==> config.mk <==
export PLATFORM = sky130hd
export DESIGN_NAME = concat_stream
export DESIGN_NICKNAME = d
export VERILOG_FILES = /design/src/rtl/concat_stream.sv
export SDC_FILE = /design/constraint.sdc
export NUM_CORES = 1
export LEC_CHECK = 0
export BUFFER_PORTS_ARGS = -buffer_cell sky130_fd_sc_hd__buf_2
export CORE_ASPECT_RATIO = 1.4
export CORE_MARGIN = 4
export CORE_UTILIZATION = 28
export DETAILED_ROUTE_END_ITERATION = 10
export HOLD_SLACK_MARGIN = 0.06
export PLACE_DENSITY = 0.5
export SYNTH_ARGS = -nofsm -noshare
export SYNTH_HDL_FRONTEND = slang
export SYNTH_SLANG_ARGS = --single-unit
==> constraint.sdc <==
create_clock -name clk -period 7.2 [get_ports clk]
set_clock_uncertainty 0.15 [all_clocks]
set_input_delay 1.08 -clock clk [delete_from_list [all_inputs] [get_ports clk]]
set_output_delay 1.08 -clock clk [all_outputs]
set_load 0.01 [all_outputs]
==> src/rtl/concat_stream.sv <==
// Narrow-to-wide stream assembler: packs CONCAT_NUM beats of DATAW_IN bits into one
// DATAW_OUT word, with valid/ready on both sides, selectable lane order and partial-word flush.
module concat_stream #(
  parameter int DATAW_IN   = 8,
  parameter int DATAW_OUT  = 32,
  parameter int CONCAT_NUM = 4,
  parameter int CNT_W      = $clog2(CONCAT_NUM + 1),
  parameter bit MSB_FIRST  = 1'b0
) (
  input  logic                 clk,
  input  logic                 rst,
  input  logic                 in_valid,
  input  logic [DATAW_IN-1:0]  din,
  output logic                 in_ready,
  input  logic                 flush,
  output logic                 out_valid,
  output logic [DATAW_OUT-1:0] dout,
  output logic [CNT_W-1:0]     out_lanes,
  output logic                 out_last,
  input  logic                 out_ready
);

  if (DATAW_OUT != DATAW_IN * CONCAT_NUM) begin : g_width_check
    $error("concat_stream: DATAW_OUT must equal DATAW_IN*CONCAT_NUM");
  end
  if (CONCAT_NUM < 2) begin : g_num_check
    $error("concat_stream: CONCAT_NUM must be >= 2");
  end

  localparam logic [CNT_W-1:0] LAST_CNT = CNT_W'(CONCAT_NUM - 1);

  logic [DATAW_OUT-1:0] acc;
  logic [DATAW_OUT-1:0] accMerged;
  logic [CNT_W-1:0]     cnt;
  logic [CNT_W-1:0]     laneIdx;
  logic [CNT_W-1:0]     effLanes;
  logic                 slotFree;
  logic                 accIn;
  logic                 complete;
  logic                 doFlush;
  logic                 loadOut;

  // Only the closing beat of a word has to wait for the output slot.
  always_comb begin
    slotFree = !out_valid || out_ready;
    in_ready = !((cnt == LAST_CNT) && !slotFree);
    accIn    = in_valid && in_ready;
    laneIdx  = MSB_FIRST ? (LAST_CNT - cnt) : cnt;
    effLanes = cnt + CNT_W'(accIn);
    complete = accIn && (cnt == LAST_CNT);
    doFlush  = flush && slotFree && (effLanes != '0);
    loadOut  = complete || doFlush;
  end

  // Accumulator view including this cycle's beat, so completion and flush can emit it directly.
  always_comb begin
    accMerged = acc;
    if (accIn) begin
      accMerged[laneIdx*DATAW_IN +: DATAW_IN] = din;
    end
  end

  always_ff @(posedge clk or negedge rst) begin
    if (!rst) begin
      acc <= '0;
      cnt <= '0;
    end else if (loadOut) begin
      acc <= '0;
      cnt <= '0;
    end else if (accIn) begin
      acc <= accMerged;
      cnt <= cnt + 1'b1;
    end
  end

  // Output register: a load in the same cycle as a drain keeps out_valid high (no bubble).
  always_ff @(posedge clk or negedge rst) begin
    if (!rst) begin
      out_valid <= 1'b0;
      dout      <= '0;
      out_lanes <= '0;
      out_last  <= 1'b0;
    end else if (loadOut) begin
      out_valid <= 1'b1;
      dout      <= accMerged;
      out_lanes <= effLanes;
      out_last  <= flush;
    end else if (out_ready) begin
      out_valid <= 1'b0;
    end
  end

endmodule
==> impl_metrics.json <==
{
  "syn_area_mm2": 0.00352,
  "hp-class": "register to register",
  "synthXorXnorAreaFrac_pct": 0.497,
  "worstPathMaxFanout": 68,
  "finalWirelength_mm": 8.45,
  "grt-ovfl-total": 0,
  "yosys.area_share.adder_pct": 2.13,
  "fin_setup_tns_ns": 0,
  "cts_resized": 0,
  "drt_first_pass_iters": 4,
  "htree_levels": 3,
  "crit_type": "register to register",
  "finalWeightedCongestion": 0.773,
  "period_needed_ns": 5.26,
  "finalSetupViolations": 0,
  "fmax_ghz": 0.190,
  "crit_path_end_kind": "register",
  "p_leak_nw": 2.17,
  "slew_headroom_pct": 30.5,
  "most-common-layout-cells": "dfrtp_1, buf_2, nand3_1",
  "num-nets-final": 371,
  "r2r_cells": 12,
  "finalCritPeriodShare_pct": 73.0,
  "yosysSeqAreaShare_pct": 51.1,
  "hold_viol": 0,
  "hold_buffers": 0,
  "p_sw_w": 0.000546,
  "finalPower_w": 0.00154,
  "p_int_w": 0.000998,
  "cts_setup_buffers": 0,
  "cts_root_buf": "clkbuf_16",
  "ys_seq_elements": 72,
  "min_from": "dout[16]",
  "grtUsageTotal_pct": 12.6,
  "dp_hpwl_mm": 5.51,
  "die_w_um": 103,
  "vias": 2551,
  "r2r_end": "dout[17]",
  "initial_core_util_pct": 28.6,
  "power.density_mw_per_mm2": 369,
  "synth_fp_nets": 332,
  "hold_end": "dout[16]",
  "synth_top_area_share_pct": 51.1,
  "synthSimpleGateAreaFrac_pct": 19.5,
  "cts_tree": "built",
  "p_seq_share_pct": 36.9,
  "cp_data_arrival_time_ns": 5.32,
  "portBuffers": 50,
  "ant_nets": 0,
  "drive_gt1_share_pct": 32.5,
  "grt_pass1_vias": 2637,
  "synth.avg_cell_area_um2": 11.3,
  "synth_area_leaders": "dfrtp_1, mux2_2, nand4_1",
  "timing.reg2reg.setup_slack_ns": 1.94,
  "dieHeight_um": 141,
  "slew_violations": 0,
  "cap_violations": 0,
  "drc": 0,
  "grt_pass1_wl_mm": 14.1,
  "min_path_cells": 1,
  "cts_max_path_buffers": 2,
  "timing.rr.start": "cnt[0]",
  "area_delta_synth_final_pct": 18.7,
  "synth-compound-area-share_pct": 0.994,
  "ys_warn_count": 0,
  "status": "finished, final reports clean",
  "cts_buffers": 9,
  "antenna_found_initial": 0,
  "yosysUniqueCellTypes": 33,
  "ios": 51,
  "final_common_cell": "dfrtp_1",
  "synthMuxAreaShare_pct": 20.8,
  "power.clock.fraction_pct": 28.4,
  "viasPerCell": 5.03,
  "crit_required_ns": 7.27,
  "p_sw_share_pct": 35.4,
  "clkTransAtPathRegs_ns": 0.06,
  "synth_top_family_by_area": "multiplexers",
  "syn_inst": 313,
  "worstMarginPinSlew_ns": 1.04,
  "p_comb_share_pct": 34.7,
  "post_drt_wl_per_cell_um": 16.7,
  "synth_top_area_cell": "dfrtp_1",
  "cts.sinks": 72,
  "diodes": 0,
  "start_kind": "register",
  "rsz0062_at_grt": "false",
  "rows": 48,
  "core-area_mm2": 0.0123,
  "fillerInstances": 1202,
  "drt-initial-drc-count": 208,
  "die_area_mm2": 0.0145,
  "grt_start_max_net_pins": 73,
  "clk_latency_ns": 0.33,
  "worst_ir_drop_vdd_uv": 138
}
==> worst max-delay path by stage <==
stage               from            to  slack, ns  cells past startpoint
5_1_grt           cnt[0]      dout[31]       1.50                     12
3_5_place_dp   out_ready      dout[17]       1.66                     11
4_1_cts           cnt[0]      dout[17]       1.91                     12
2_1_floorplan  out_ready  out_lanes[0]       3.52                     11
6_report          cnt[0]      dout[17]       1.94                     12
3_3_place_gp   out_ready      dout[22]       1.80                     11
==> cell families after synthesis <==
family                   count (synthesis)
flip-flops                              72
adder cells (fa/ha/maj)                  6
multiplexers                            65
XOR/XNOR                                 2
AND/OR/NAND/NOR                        121
AO/OA/AOI/OAI                            6
buffers and inverters                   41
==> per-layer routing <==
layer | global-route usage (%) | wire (µm) | vias to the layer above
met4 | 5.73 | 192 | 0
met3 | 3.91 | 442 | 7
met2 | 19.7 | 4120 | 46
met5 | 0 | 0 | -
met1 | 15.9 | 3700 | 1281
li1 | - | - | 1217
==> sequential cells by signal (all words and copies together) (netlist names) <==
register / count
acc: 32
cnt: 3
dout: 32
out_lanes: 3
out_last: 1
out_valid: 1
==> worst max-delay path, stage by stage, from the launching register on <==
cell and delay (ns):
dfrtp_1 0.55, ha_1 0.22, ha_1 0.19, and3b_1 0.25
clkinv_1 0.20, nand2_1 0.65, inv_1 0.19, ha_1 0.24
ha_1 0.32, o311ai_4 0.29, buf_4 0.57, nand2_2 0.77
mux2_4 0.53
==> power by group through the flow <==
stage / combinational, W / sequential [W] / clock, W
global route: 0.000602 / 0.000585 / 0.000467
finish: 0.000536 / 0.000570 / 0.000439
floorplan: 0.000350 / 0.000596 / 0
CTS: 0.000548 / 0.000572 / 0.000451
detailed placement: 0.000547 / 0.000577 / 0
global placement: 0.000534 / 0.000575 / 0
==> per-stage QoR <==
step | hold WS, ns | cell area, µm² | std cells | utilization [%] | setup slack, ns
global placement | 0.336 | 3890 | 491 | 31.6 | 1.80
global route | 0.367 | 4180 | 507 | 34.0 | 1.50
CTS | 0.352 | 4180 | 507 | 34.0 | 1.91
finish | 0.349 | 4180 | 507 | 34.0 | 1.94
floorplan | 0.334 | 3520 | 313 | - | 3.52
detailed placement | 0.339 | 3890 | 491 | 31.6 | 1.66
==> Yosys cell counts <==
library cell,instances
ha_1,6
buf_1,5
buf_6,1
nand4_1,41
nand2b_1,1
and4bb_2,1
and3b_1,1
o21ai_0,4
clkbuf_1,11
and2_1,3
nor3_1,1
o311ai_1,1
mux2_2,34
nor2_1,12
nor4b_2,1
inv_1,15
and4b_1,1
clkinv_1,1
nor3b_1,1
xnor2_1,1
nand3_1,47
o22ai_1,1
dfrtp_1,72
buf_2,7
mux2_4,8
nand2_1,5
mux2i_1,23
and3_1,2
xor2_1,1
nor2b_1,2
and4_1,1
buf_4,1
or4b_4,1
==> final cells by class <==
class,count,area (µm²),area share (%)
sequential,72,1800,43.1
multi-input combinational,200,1570,37.6
timing repair buffer,53,273,6.52
clock buffer,10,229,5.48
tap,150,188,4.49
clock inverter,6,60.1,1.44
inverter,16,60.1,1.44
Note: power is estimated with default switching activity, not from simulation.
